## src/rtl/turfio_aurora_link_manager.sv

```systemverilog
// turfio_aurora_link_manager: bring-up/recovery sequencer driving turfio_aurora_reset from Aurora lane/channel status.
// Optional soft-error leaky bucket enabled by defining TURFIO_AURORA_LINK_SOFTERR_EN.
module turfio_aurora_link_manager #(
  parameter int GT_RESET_CYCLES  = 128,
  parameter int SYS_RESET_CYCLES = 256,
  parameter int LANE_TIMEOUT     = 1048576,
  parameter int CHANNEL_TIMEOUT  = 1048576,
  parameter int DOWN_DEBOUNCE    = 16,
  parameter int TIMER_W          = 24
) (
  input  logic       init_clk_i,
  input  logic       init_rstn_i,
  input  logic       enable_i,
  input  logic       lane_up_i,
  input  logic       channel_up_i,
  input  logic       hard_err_i,
  input  logic       soft_err_i,
  output logic       gt_reset_o,
  output logic       reset_o,
  output logic       link_up_o,
  output logic [2:0] state_o,
  output logic [7:0] retry_count_o
);
  typedef enum logic [2:0] {
    RESET_GT     = 3'd0,
    RESET_SYS    = 3'd1,
    WAIT_LANE    = 3'd2,
    WAIT_CHANNEL = 3'd3,
    UP           = 3'd4,
    HALT         = 3'd5
  } state_t;
  localparam logic [TIMER_W-1:0] GT_LAST   = TIMER_W'(GT_RESET_CYCLES - 1);
  localparam logic [TIMER_W-1:0] SYS_LAST  = TIMER_W'(SYS_RESET_CYCLES - 1);
  localparam logic [TIMER_W-1:0] LANE_LAST = TIMER_W'(LANE_TIMEOUT - 1);
  localparam logic [TIMER_W-1:0] CHAN_LAST = TIMER_W'(CHANNEL_TIMEOUT - 1);
  localparam logic [TIMER_W-1:0] DOWN_LAST = TIMER_W'(DOWN_DEBOUNCE - 1);
  state_t state, state_n;
  logic [TIMER_W-1:0] timer, down_cnt;
  logic [7:0] retry_q;
  (* ASYNC_REG = "TRUE" *) logic [2:0] sync_a;
  (* ASYNC_REG = "TRUE" *) logic [2:0] sync_b;
  logic lane_up, channel_up, hard_err, fault, retry, trip;
  assign {hard_err, channel_up, lane_up} = sync_b;
  assign fault = hard_err | trip;
`ifdef TURFIO_AURORA_LINK_SOFTERR_EN
  logic [7:0] bucket, bucket_sat;
  logic [8:0] bucket_add;
  logic [9:0] leak_cnt;
  assign bucket_add = {1'b0, bucket} + (soft_err_i ? 9'd16 : 9'd0);
  assign bucket_sat = bucket_add[8] ? 8'hff : bucket_add[7:0];
  assign trip = bucket[7];
  // bucket only accumulates while UP; leaving UP forgets past soft errors
  always_ff @(posedge init_clk_i) begin
    if (!init_rstn_i || state != UP) begin
      bucket   <= '0;
      leak_cnt <= '0;
    end else begin
      leak_cnt <= leak_cnt + 10'd1;
      bucket   <= bucket_sat - {7'd0, leak_cnt == 10'h3ff && bucket_sat != 8'd0};
    end
  end
`else
  logic unused_soft_err;
  assign unused_soft_err = soft_err_i;
  assign trip = 1'b0;
`endif
  always_comb begin
    state_n = state;
    retry   = 1'b0;
    if (!enable_i) state_n = HALT;
    else begin
      case (state)
        HALT:         state_n = RESET_GT;
        RESET_GT:     state_n = (timer == GT_LAST) ? RESET_SYS : RESET_GT;
        RESET_SYS:    state_n = (timer == SYS_LAST) ? WAIT_LANE : RESET_SYS;
        WAIT_LANE:    if (lane_up) state_n = WAIT_CHANNEL;
                      else retry = (timer == LANE_LAST);
        WAIT_CHANNEL: if (channel_up) state_n = UP;
                      else retry = !lane_up || timer == CHAN_LAST;
        UP:           retry = fault || (!channel_up && down_cnt == DOWN_LAST);
        default:      state_n = RESET_GT;
      endcase
      if (retry) state_n = RESET_GT;
    end
  end
  always_ff @(posedge init_clk_i) begin
    if (!init_rstn_i) begin
      state         <= RESET_GT;
      timer         <= '0;
      down_cnt      <= '0;
      retry_q       <= '0;
      sync_a        <= '0;
      sync_b        <= '0;
      gt_reset_o    <= 1'b1;
      reset_o       <= 1'b1;
      link_up_o     <= 1'b0;
      state_o       <= '0;
      retry_count_o <= '0;
    end else begin
      sync_a        <= {hard_err_i, channel_up_i, lane_up_i};
      sync_b        <= sync_a;
      state         <= state_n;
      timer         <= (state_n != state) ? '0 : timer + TIMER_W'(1);
      down_cnt      <= (state == UP && !channel_up) ? down_cnt + TIMER_W'(1) : '0;
      retry_q       <= retry_q + {7'd0, retry && retry_q != 8'hff};
      gt_reset_o    <= state == RESET_GT || state == HALT;
      reset_o       <= state == RESET_GT || state == RESET_SYS || state == HALT;
      link_up_o     <= state == UP;
      state_o       <= state;
      retry_count_o <= retry_q;
    end
  end
endmodule
```

## config.mk

```make
export PLATFORM = sky130hd
export DESIGN_NAME = turfio_aurora_link_manager
export DESIGN_NICKNAME = d
export VERILOG_FILES = /design/src/rtl/turfio_aurora_link_manager.sv
export SDC_FILE = /design/constraint.sdc
export NUM_CORES = 1
export LEC_CHECK = 0
export CORE_ASPECT_RATIO = 0.75
export CORE_MARGIN = 2
export CORE_UTILIZATION = 53
export DETAILED_ROUTE_END_ITERATION = 7
export MAX_ROUTING_LAYER = met4
export PLACE_DENSITY = 0.77
export SETUP_SLACK_MARGIN = 0.3
export SLEW_MARGIN = 0
export SYNTH_ARGS = -nofsm -noshare
export SYNTH_HDL_FRONTEND = slang
export SYNTH_SLANG_ARGS = --single-unit
export TNS_END_PERCENT = 10
```

## constraint.sdc

```tcl
create_clock -name init_clk_i -period 2.2 [get_ports init_clk_i]
set_input_delay 0.44 -clock init_clk_i [delete_from_list [all_inputs] [get_ports init_clk_i]]
set_output_delay 0.44 -clock init_clk_i [all_outputs]
set_load 0.01 [all_outputs]
```

* Yosys cells after proc, flatten, opt, wreduce, memory -nomap -nowiden
Index checks and enable logic that the tools add are counted.
** Storage, ports and cells
- Latch bits :: 0
- ROM bits :: 0
- Memory bits (writable) :: 0
- Memories :: 0
- Input bits :: 7
- Bits in registers :: 79
** Cells by class
- Equality and inequality tests :: 11
- Divide/modulo/power cells :: 0
- Shifts and indexed selects :: 0
- $lt $le $gt $ge :: 0
- Reduce and logical (&&, ||, !) cells :: 13
- Multipliers :: 0
- Multiplexer cells :: 12
- $add $sub $neg :: 3
- Bitwise operators :: 1
** Operator list (number)
- $add A24 B1 Y24 const B :: 2
- $eq A24 B20 Y1 const B :: 1
- $eq A24 B4 Y1 const B :: 1
- $eq A24 B7 Y1 const B :: 1
- $eq A24 B8 Y1 const B :: 1
- $pmux W3 S5 :: 1
- $mux W3 :: 4
- $add A8 B1 Y8 :: 1
- $ne A8 B8 Y1 const B :: 1
- $eq A3 B2 Y1 const B :: 2
- $eq A3 B3 Y1 const B :: 2
- $logic_or A1 B1 Y1 :: 5
- $mux W1 :: 5
- $eq A3 B1 Y1 const B :: 1
- $logic_and A1 B1 Y1 :: 3
- $logic_not A3 Y1 :: 1
- $ne A3 B3 Y1 :: 1
- $pmux W1 S3 :: 1
- $logic_not A1 Y1 :: 2
- $mux W2 :: 1
- $reduce_and A2 Y1 :: 1
- $reduce_or A2 Y1 :: 1
- $not A1 Y1 :: 1

* Logic depth before layout (Yosys ltp)
Gate-level depths: netlist of the first run.
- Word-level depth :: 9
- Gate-level depth with buffers :: 12
- Gate-level depth less buffers :: 11

* Least setup slack after synthesis of the first run
Ideal clock, no wire load.
- Path type :: register to register
- Start point :: register timer[0]
- End point :: register timer[15]
- Library setup time :: 64 ps
- Arrival time :: 2386 ps
- Period minus slack after synthesis :: 2450 ps
- Required time :: 2136 ps
- Slack :: -250 ps
- Stages on the path, launching flop included :: 11
- Path through :: dfxtp_1 ha_1 nand4_1 or4b_4 nor4b_2 nor3_1 nand3b_1 or4b_1 buf_2 buf_6 nor2_1
** Between the ends
- Longest elaborated chain between the ends :: 9
- Elaborated cells between the ends (all ways) :: 16
** Ends and longest elaborated chain
- start, declared :: line 38 : logic [TIMER_W-1:0] timer, down_cnt;
- start signal, assigned :: line 103 : timer <= (state_n != state) ? '0 : timer + TIMER_W'(1);
- $eq A24 B20 Y1 :: line 77, 79
- $logic_or A1 B1 Y1 :: line 79 : else retry = !lane_up || timer == CHAN_LAST;
- $mux W1 :: line 78 : WAIT_CHANNEL: if (channel_up) state_n = UP;
- $pmux W1 S3 :: line 72 : case (state)
- $mux W1 :: line 70 : if (!enable_i) state_n = HALT;
- $mux W3 :: line 83 : if (retry) state_n = RESET_GT;
- $mux W3 :: line 70
- $ne A3 B3 Y1 :: line 103
- $reduce_or A2 Y1 (no line)
Several ways; a longest one is shown, not always the timed one. The select of a mux whose other input is x is not followed.
A chain may end at the register's enable or synchronous reset.

* Worst setup path after layout of the first run
- Start point :: register timer[0]
- End point :: register retry_q[7]
** Between the ends
- Longest elaborated chain between the ends :: 8
- Elaborated cells between the ends (all ways) :: 9
** Ends and longest elaborated chain
- $eq A24 B20 Y1 (*) :: line 77, 79
- $logic_or A1 B1 Y1 :: line 79
- $mux W1 :: line 78
- $pmux W1 S3 (*) :: line 72
- $mux W1 (*) (2 in series) :: line 70
- $logic_and A1 B1 Y1 (*) :: line 105 : retry_q <= retry_q + {7'd0, retry && retry_q != 8'hff};
- $add A8 B1 Y8 (*) :: line 105
- end signal, assigned :: line 105
- end, declared :: line 39 : logic [7:0] retry_q;
Mark *: on every way between the ends. The rest lies on a longest branch, timed or not. The select of a mux whose other input is x is not followed.

==> results.py, run 1 <==
metrics = {
    "setup_path": {
        "cp.required_ps": 2490,
        "startpoint_type": "register",
        "critPathMaxFanout": 6,
        "endpoint_kind": "register",
        "crit_type": "register to register",
        "worstPathArrival_ps": 2790,
        "ff2ff_setup_slack_ps": -300,
    },
    "final_layout": {
        "fin_cells": 525,
        "finalNetCount": 453,
        "multi_input_area_sq_um": 1720,
        "ff_latch_area_sq_um": 1590,
        "drive_above_1_share": 0.217,
        "stdcell_area_sq_um": 4240,
        "area_delta_synth_final_pct": 27.9,
        "antenna_cells": 0,
        "nFillCells": 400,
        "finish.utilization": 0.716,
    },
    "synthesis": {
        "seq_area_frac_synth": 0.477,
        "synth_nets": 385,
        "ys_types": 36,
        "synthCells": 374,
        "synth_area_sq_um": 3310,
        "syn_avg_cell_area_sq_um": 8.86,
        "ys_warn_count": 0,
        "ys_ff_latch": 79,
    },
    "sta": {
        "fin_crit_sh": 1.14,
        "holdWs_ps": 436,
        "maxSlewHeadroom": 0.663,
        "min_period_ps": 2500,
        "fin_ws_ps": -297,
        "tightest_slew_ps": 502,
        "setup_viol_count_final": 31,
        "rsz0062_at_grt": "true",
        "final_hold_viol_count": 0,
        "max_freq_mhz": 400,
        "tns_ps": -6100,
        "report.final.slew_viol_count": 0,
        "clock_skew_ps": 7.56,
    },
    "die": {
        "fp.dieW_microns": 95.3,
        "fp.dieH_microns": 72.5,
        "initial_utilization": 0.560,
        "num_rows": 24,
        "top_level_ports": 21,
        "core_area_sq_um": 5920,
        "fp.dieArea_sq_um": 6910,
    },
    "outcome": {
        "status": "complete, but fails checks",
        "violations": "setup timing",
    },
    "clocking": {
        "cts-root-buf": "clkbuf_8",
        "clk_pin_slew_ps": 90,
        "clk_path_buf_depth": 2,
        "cts_tree": "yes",
        "clk_latency_ps": 360,
        "cts_setup_buffers": 0,
        "clock-sinks": 79,
        "cts_buffers": 9,
        "cts.htree.levels": 3,
        "hold_buffers": 0,
    },
    "grt": {
        "gr-usage-met3": 0.0665,
        "grt_max_degree": 31,
        "grt-ovfl-total": 0,
        "grt_pass1_wl_microns": 11300,
        "top_usage_layer": "met2",
        "antenna_found_initial": 0,
        "grt_pass1_vias": 2558,
        "grt.met2_usage": 0.326,
        "grt_usage": 0.216,
        "use_met1": 0.278,
    },
    "route": {
        "drt-wirelength-per-cell_microns": 12.4,
        "drt_iter0_drc": 101,
        "viasPerCell": 5.14,
        "dr.pass1.iters": 4,
        "drt.antenna.violating_nets": 0,
        "finalWirelength_microns": 6520,
        "drc": 0,
        "vias": 2698,
    },
    "power_and_ir_drop": {
        "power_density_nw_per_um2": 613,
        "leakagePower_nw": 1.55,
        "ir_worst_vdd_mv": 0.479,
        "total_power_mw": 2.60,
    },
    "worst_hold_path": {
        "min_path_type": "register to register",
    },
    "placed_design": {
        "dp.cells": 509,
        "dp_slack_ps": -395,
        "place_area_sq_um": 3960,
        "portBuffers": 19,
        "gp_congestion": 0.829,
        "hpwl_microns": 4560,
    },
    "run": {
        "maxCapViolations": 0,
    },
}
-- what timing repair did --
| action | 4_1_cts | 5_1_grt |
|---|---|---|
| endpoints found under the setup margin | 36 | 39 |
| pin swaps | 2 | 7 |
| resized for setup | 8 | 17 |
-- final cells by class --
| class | count | share of cell area |
|---|---|---|
| well taps | 78 | 0.0230 |
| multi-input cells | 269 | 0.407 |
| flip-flops and latches | 79 | 0.374 |
| repair buffers | 71 | 0.141 |
| inverters | 12 | 0.0106 |
| clock inverters | 7 | 0.0151 |
| clock buffers | 9 | 0.0292 |
-- placed cells by master (no fill, tap or decap), types with 3 or more instances in the layout --
cell type / synthesis / routed
dfxtp_1: 79 / 75
nor2_1: 58 / 56
buf_4: 1 / 50
and2_1: 27 / 27
xor2_1: 26 / 26
nand2_1: 23 / 23
nand3_1: 23 / 22
xnor2_1: 20 / 20
clkdlybuf4s50_1: 0 / 19
nand4_1: 13 / 13
inv_1: 12 / 12
o21ai_0: 10 / 10
clkbuf_8: 0 / 9
nor4_1: 10 / 8
and3_1: 8 / 7
nor2_2: 5 / 6
nor3_1: 6 / 5
nand2b_1: 4 / 4
a21oi_1: 6 / 4
inv_6: 0 / 4
dfxtp_2: 0 / 4
or3_1: 5 / 3
a21boi_0: 5 / 3
-- state kept, by name, indices dropped and copies added (netlist names) --
| name | flops |
|---|---|
| down_cnt | 24 |
| gt_reset_o | 1 |
| link_up_o | 1 |
| reset_o | 1 |
| retry_count_o | 8 |
| retry_q | 8 |
| state | 3 |
| state_o | 3 |
| sync_a | 3 |
| sync_b | 3 |
| timer | 24 |
-- power breakdown --
| group | internal (mW) | switching (mW) |
|---|---|---|
| clock | 0.437 | 0.586 |
| sequential | 1.45 | 0.0111 |
| combinational | 0.0581 | 0.0586 |
-- synthesized netlist by cell type --
| master | count | area share |
|---|---|---|
| dfxtp_1 | 79 | 0.48 |
| nor2_1 | 58 | 0.066 |
| and2_1 | 27 | 0.051 |
| xor2_1 | 26 | 0.069 |
| nand2_1 | 23 | 0.026 |
| nand3_1 | 23 | 0.035 |
| xnor2_1 | 20 | 0.053 |
| nand4_1 | 13 | 0.025 |
| inv_1 | 12 | 0.014 |
| nor4_1 | 10 | 0.019 |
| o21ai_0 | 10 | 0.015 |
| and3_1 | 8 | 0.015 |
| clkbuf_1 | 8 | 0.0091 |
| a21oi_1 | 6 | 0.0091 |
| nor3_1 | 6 | 0.0091 |
| a21boi_0 | 5 | 0.011 |
| nor2_2 | 5 | 0.0094 |
| or3_1 | 5 | 0.0094 |
| ha_1 | 4 | 0.015 |
| nand2b_1 | 4 | 0.0076 |
| buf_2 | 3 | 0.0045 |
| and4_1 | 2 | 0.0053 |
| buf_6 | 2 | 0.0068 |
| nor2b_1 | 2 | 0.0038 |
| o31ai_1 | 2 | 0.0045 |
| a211o_1 | 1 | 0.0026 |
| a311oi_1 | 1 | 0.0026 |
| buf_4 | 1 | 0.0023 |
| nand3b_1 | 1 | 0.0023 |
| nor3b_1 | 1 | 0.0023 |
| nor4b_2 | 1 | 0.0045 |
| o22a_1 | 1 | 0.0026 |
| o311a_1 | 1 | 0.0030 |
| or2_2 | 1 | 0.0019 |
| or4b_1 | 1 | 0.0030 |
| or4b_4 | 1 | 0.0042 |
-- path summary, 6_finish.rpt --
check        cells past startpoint         end      start
max                             10  retry_q[7]   timer[0]
min                              1   sync_b[1]  sync_a[1]
max reg2reg                     10  retry_q[7]   timer[0]
min reg2reg                      1   sync_b[1]  sync_a[1]
-- kinds of logic (layout without fill, tap and decap cells) --
| kind of cell | Yosys count | in the layout | synth area share |
|---|---|---|---|
| compound gates | 27 | 27 | 0.0510 |
| xor+xnor | 46 | 46 | 0.122 |
| fa+ha+maj | 4 | 4 | 0.0151 |
| buf+inv | 26 | 99 | 0.0363 |
| flops | 79 | 79 | 0.477 |
| simple gates | 192 | 192 | 0.299 |
-- per-layer routing --
layer	vias to the layer above	routed length, microns
li1	1398	-
met1	1249	3300
met2	40	2870
met3	11	253
met4	0	99
met5	-	0
-- critical path, stage by stage, from the launching register on --
cell and delay (ps):
dfxtp_2 360, ha_4 140, nand4_1 120, or4b_4 530
nor4b_4 240, nor3_2 110, nor2_1 130, ha_2 200
nand3_2 130, or3_1 330, a21boi_1 150
Power figures use the tool's default switching activity.
==> run 2: changes to the inputs <==
--- a/config.mk
+++ b/config.mk
@@ -6,12 +6,10 @@
 export NUM_CORES = 1
 export LEC_CHECK = 0
 export CORE_ASPECT_RATIO = 0.75
-export CORE_MARGIN = 2
 export CORE_UTILIZATION = 53
 export DETAILED_ROUTE_END_ITERATION = 7
 export MAX_ROUTING_LAYER = met4
 export PLACE_DENSITY = 0.77
-export SETUP_SLACK_MARGIN = 0.3
 export SLEW_MARGIN = 0
 export SYNTH_ARGS = -nofsm -noshare
 export SYNTH_HDL_FRONTEND = slang
==> run 2 against run 1 <==
Compared with the run above: cell count is 3.8% higher; highest routed layer unchanged; the flow still finishes with violations (setup timing); core utilization up 3.4 points; largest cell class unchanged; sequential power barely moved; flip-flop and latch count did not move.
==> results.py, run 2 (same netlist as run 1, synthesis figures left out) <==
metrics = {
    "outcome": {
        "status": "complete, but fails checks",
        "violations": "setup timing",
    },
    "placed_design": {
        "dp_slack_ps": -357,
        "portBuffers": 19,
        "hpwl_microns": 4800,
        "dp.cells": 525,
        "gp_congestion": 0.883,
        "place_area_sq_um": 4080,
    },
    "setup_path": {
        "startpoint_type": "register",
        "cp.required_ps": 2490,
        "worstPathArrival_ps": 2820,
        "r2r_cells": 9,
        "regToRegStartpoint": "timer[0]",
        "rr_endpoint": "timer[4]",
        "endpoint_kind": "register",
        "crit_type": "register to register",
        "critPathMaxFanout": 12,
        "ff2ff_setup_slack_ps": -330,
    },
    "grt": {
        "grt_pass1_wl_microns": 12000,
        "grt_usage": 0.240,
        "grt_pass1_vias": 2721,
        "grt_max_degree": 31,
        "antenna_found_initial": 0,
        "grt-ovfl-total": 0,
    },
    "sta": {
        "rsz0062_at_grt": "true",
        "clock_skew_ps": 10.9,
        "min_period_ps": 2530,
        "final_hold_viol_count": 0,
        "report.final.slew_viol_count": 0,
        "fin_ws_ps": -326,
        "max_freq_mhz": 396,
        "tightest_slew_ps": 492,
        "setup_viol_count_final": 31,
        "holdWs_ps": 441,
        "maxSlewHeadroom": 0.669,
        "fin_crit_sh": 1.15,
    },
    "clocking": {
        "clk_pin_slew_ps": 90,
        "clk_path_buf_depth": 2,
        "cts-root-buf": "clkbuf_8",
        "cts_tree": "yes",
        "cts_buffers": 9,
        "cts.htree.levels": 3,
        "clk_latency_ps": 350,
        "clock-sinks": 79,
    },
    "route": {
        "drt.antenna.violating_nets": 0,
        "drc": 0,
        "vias": 2786,
        "dr.pass1.iters": 4,
        "finalWirelength_microns": 7450,
        "viasPerCell": 5.11,
        "drt_iter0_drc": 102,
        "drt-wirelength-per-cell_microns": 13.7,
    },
    "final_layout": {
        "finalNetCount": 473,
        "finish.utilization": 0.750,
        "area_delta_synth_final_pct": 34.0,
        "largestRegisters": "down_cnt x24, timer x24",
        "fin_cells": 545,
        "antenna_cells": 0,
        "layout_commonest_cell": "dfxtp_1",
        "stdcell_area_sq_um": 4440,
        "nFillCells": 400,
        "drive_above_1_share": 0.253,
        "mostFrequentLayoutCells": "dfxtp_1 (77), buf_4 (69), nor2_1 (46), and2_1 (27), xor2_1 (26)",
    },
    "die": {
        "initial_utilization": 0.560,
        "top_level_ports": 21,
        "fp.dieW_microns": 93.3,
        "fp.dieH_microns": 70.5,
        "num_rows": 24,
        "core_area_sq_um": 5920,
        "fp.dieArea_sq_um": 6570,
    },
    "power_and_ir_drop": {
        "power_density_nw_per_um2": 630,
        "leakagePower_nw": 1.68,
        "ir_worst_vdd_mv": 0.533,
    },
    "worst_hold_path": {
        "min_to": "sync_b[0]",
        "min_path_cells": 1,
        "min_path_type": "register to register",
        "hp-start": "sync_a[0]",
    },
    "run": {
        "maxCapViolations": 0,
    },
}
[run 2: cell count changes in the layout (fill, tap and decap cells not counted), moves of 3 or more]
cell    change
nor2_1     -10
buf_4      +19
nor2_2     +10
inv_6       -3
[run 2: timing repair]
action / in CTS / in global routing
buffers inserted: 2 / 0
resized for setup: 8 / 18
hold buffers: 0 / 0
endpoints found under the setup margin: 31 / 31
gates cloned: 0 / 2
pin swaps: 13 / 1
[run 2: power breakdown]
part | total (mW) | switching [mW] | internal [mW]
clock | 1.20 | 0.550 | 0.647
combinational | 0.143 | 0.0692 | 0.0738
sequential | 1.46 | 0.0106 | 1.45
[run 2: layout make-up]
class | instances | area (sq um) | share of cell area
multi-input cells | 269 | 1710 | 0.386
flip-flops and latches | 79 | 1580 | 0.357
well taps | 78 | 97.6 | 0.0220
clock buffers | 10 | 128 | 0.0288
clock inverters | 6 | 93.8 | 0.0211
inverters | 12 | 45.0 | 0.0101
repair buffers | 91 | 778 | 0.175
[run 2: per-stage QoR]
| stage | total power [mW] | setup TNS [ps] |
|---|---|---|
| CTS | 2.79 | -7010 |
| detailed placement | 1.61 | -7830 |
| floorplan | 1.56 | -4830 |
| finish | 2.80 | -8740 |
| global route | 2.88 | -11240 |
| global placement | 1.60 | -6180 |
[run 2: worst max-delay path by stage]
stage	startpoint	end
final	timer[0]	timer[4]
after detailed placement	timer[1]	retry_q[7]
after floorplan	timer[0]	timer[15]
after global placement	timer[1]	retry_q[7]
after CTS	timer[0]	retry_q[4]
after global routing	timer[0]	retry_q[7]
[run 2: metal layers]
metal	GRT usage	routed length [microns]
met5	-	0
met4	0.0855	91
met3	0.0654	242
met2	0.373	3530
met1	0.300	3580
[run 2: critical path, cell delays in order, from the launching register on]
cell and delay (ps):
dfxtp_2 360, ha_4 140, nand4_1 110, or4b_4 530, nor4b_4 270, nor3_4 80
nand3b_1 120, or4b_4 540, clkbuf_16 210, nor2_1 110
==> run 3: changes to the inputs <==
--- a/config.mk
+++ b/config.mk
@@ -5,7 +5,7 @@
 export SDC_FILE = /design/constraint.sdc
 export NUM_CORES = 1
 export LEC_CHECK = 0
-export CORE_ASPECT_RATIO = 0.75
+export CORE_ASPECT_RATIO = 1.5
 export CORE_UTILIZATION = 53
 export DETAILED_ROUTE_END_ITERATION = 7
 export MAX_ROUTING_LAYER = met4
==> run 3 against run 2 <==
Compared with the run above: the run still ends with setup timing left; count of clock-buffer cells in the layout down 1; register-to-register slack better by 50 ps; sequential power about the same; cell count down 3.5%; maximum frequency up 1.9%; clock skew down 2.8 ps; combinational power down 18%; worst setup slack better by 47 ps; routed wire length down 11%; clock power about the same; first-iteration DRC count down 36%; critical endpoint is now timer[23]; largest cell class unchanged.
==> results.py, run 3 (same netlist as run 1, synthesis figures left out) <==
metrics = {
    "outcome": {
        "status": "complete, but fails checks",
        "violations": "setup timing",
    },
    "sta": {
        "tns_ps": -7520,
        "holdWs_ps": 437,
        "min_period_ps": 2480,
        "report.final.slew_viol_count": 0,
        "setup_viol_count_final": 31,
        "fin_crit_sh": 1.13,
        "clock_skew_ps": 8.09,
        "final_hold_viol_count": 0,
        "max_freq_mhz": 403,
        "maxSlewHeadroom": 0.652,
        "tightest_slew_ps": 518,
        "rsz0062_at_grt": "true",
        "fin_ws_ps": -279,
    },
    "placed_design": {
        "hpwl_microns": 4660,
        "dp_slack_ps": -343,
        "place_area_sq_um": 3990,
        "portBuffers": 19,
        "dp.cells": 508,
        "gp_congestion": 0.858,
    },
    "route": {
        "viasPerCell": 5.24,
        "drc": 0,
        "finalWirelength_microns": 6610,
        "drt.antenna.violating_nets": 0,
        "drt_iter0_drc": 65,
        "vias": 2758,
        "dr.pass1.iters": 4,
        "drt-wirelength-per-cell_microns": 12.6,
    },
    "power_and_ir_drop": {
        "p_seq_frac": 0.523,
        "total_power_mw": 2.78,
        "power_density_nw_per_um2": 650,
        "p_sw_uw": 625,
        "swShare": 0.225,
        "pwr-share-clk": 0.434,
        "ir_worst_vdd_mv": 0.630,
        "intPower_mw": 2.16,
        "leakagePower_nw": 1.60,
        "combPwrFrac": 0.042,
    },
    "worst_hold_path": {
        "min_path_cells": 1,
        "hp-start": "sync_a[0]",
        "min_to": "sync_b[0]",
        "min_path_type": "register to register",
    },
    "final_layout": {
        "stdcell_area_sq_um": 4280,
        "area_delta_synth_final_pct": 29.2,
        "mostFrequentLayoutCells": "dfxtp_1 (77), buf_4 (58), nor2_1 (55), and2_1 (27), xor2_1 (26)",
        "finish.utilization": 0.724,
        "finalNetCount": 460,
        "fin_cells": 526,
        "antenna_cells": 0,
        "drive_above_1_share": 0.216,
        "nFillCells": 430,
        "largestRegisters": "down_cnt x24, timer x24",
        "layout_commonest_cell": "dfxtp_1",
    },
    "setup_path": {
        "critPathMaxFanout": 24,
        "r2r_cells": 9,
        "startpoint_type": "register",
        "endpoint_kind": "register",
        "crit_type": "register to register",
        "worstPathArrival_ps": 2770,
        "regToRegStartpoint": "timer[0]",
        "rr_endpoint": "timer[23]",
        "cp.required_ps": 2490,
        "ff2ff_setup_slack_ps": -280,
    },
    "grt": {
        "grt_usage": 0.233,
        "antenna_found_initial": 0,
        "grt_max_degree": 31,
        "grt_pass1_vias": 2636,
        "grt-ovfl-total": 0,
        "grt_pass1_wl_microns": 11400,
    },
    "die": {
        "fp.dieH_microns": 98.8,
        "core_area_sq_um": 5910,
        "num_rows": 34,
        "fp.dieArea_sq_um": 6580,
        "top_level_ports": 21,
        "fp.dieW_microns": 66.6,
        "initial_utilization": 0.560,
    },
    "clocking": {
        "cts.htree.levels": 3,
        "cts_buffers": 9,
        "clk_latency_ps": 360,
        "cts-root-buf": "clkbuf_8",
        "cts_tree": "yes",
        "clock-sinks": 79,
        "clk_pin_slew_ps": 80,
        "clk_path_buf_depth": 2,
    },
    "run": {
        "maxCapViolations": 0,
    },
}
[run 3: routing by layer]
| metal | vias to the layer above | global-route usage | wire length [microns] |
|---|---|---|---|
| met5 | - | - | 0 |
| met1 | 1315 | 0.238 | 2740 |
| met3 | 13 | 0.0532 | 125 |
| li1 | 1404 | - | - |
| met4 | 0 | 0.116 | 132 |
| met2 | 26 | 0.405 | 3610 |
[run 3: final cells by class]
cell class / count / area (sq um) / area share
Multi-Input combinational cell: 269 / 1690 / 0.394
Sequential cell: 79 / 1580 / 0.370
Timing Repair Buffer: 78 / 646 / 0.151
Clock buffer: 9 / 124 / 0.0289
Clock inverter: 7 / 103 / 0.0240
Tap cell: 72 / 90.1 / 0.0211
Inverter: 12 / 45.0 / 0.0105
[run 3: power groups by stage]
stage	logic, mW	clock network (mW)	registers (mW)
final	0.117	1.21	1.46
after global routing	0.130	1.29	1.46
after CTS	0.117	1.23	1.46
after detailed placement	0.115	0	1.49
after global placement	0.112	0	1.49
after floorplan	0.0683	0	1.49
[run 3: repair_timing]
item,4_1_cts,5_1_grt
gates cloned,0,0
resized for setup,4,12
setup endpoints to repair,31,32
pin swaps,0,5
buffers inserted,0,2
hold buffers,0,0
hold endpoints to repair,0,0
[run 3: worst max-delay path by stage]
stage,endpoint,cells past startpoint,start,slack [ps]
after floorplan,timer[15],10,timer[0],-200
after global placement,retry_q[6],11,timer[1],-250
after detailed placement,timer[16],10,timer[1],-340
after CTS,retry_q[5],10,timer[0],-320
after global routing,retry_q[4],11,timer[0],-440
final,timer[23],9,timer[0],-280
[run 3: critical path, stage by stage, from the launching register on]
cell and delay [ps]:
dfxtp_2 360, ha_4 130, nand4_1 130, or4b_4 530, nor4b_4 270, nor3_4 80, nand3b_1 110, or4b_4 490
buf_12 180, nor2_1 130
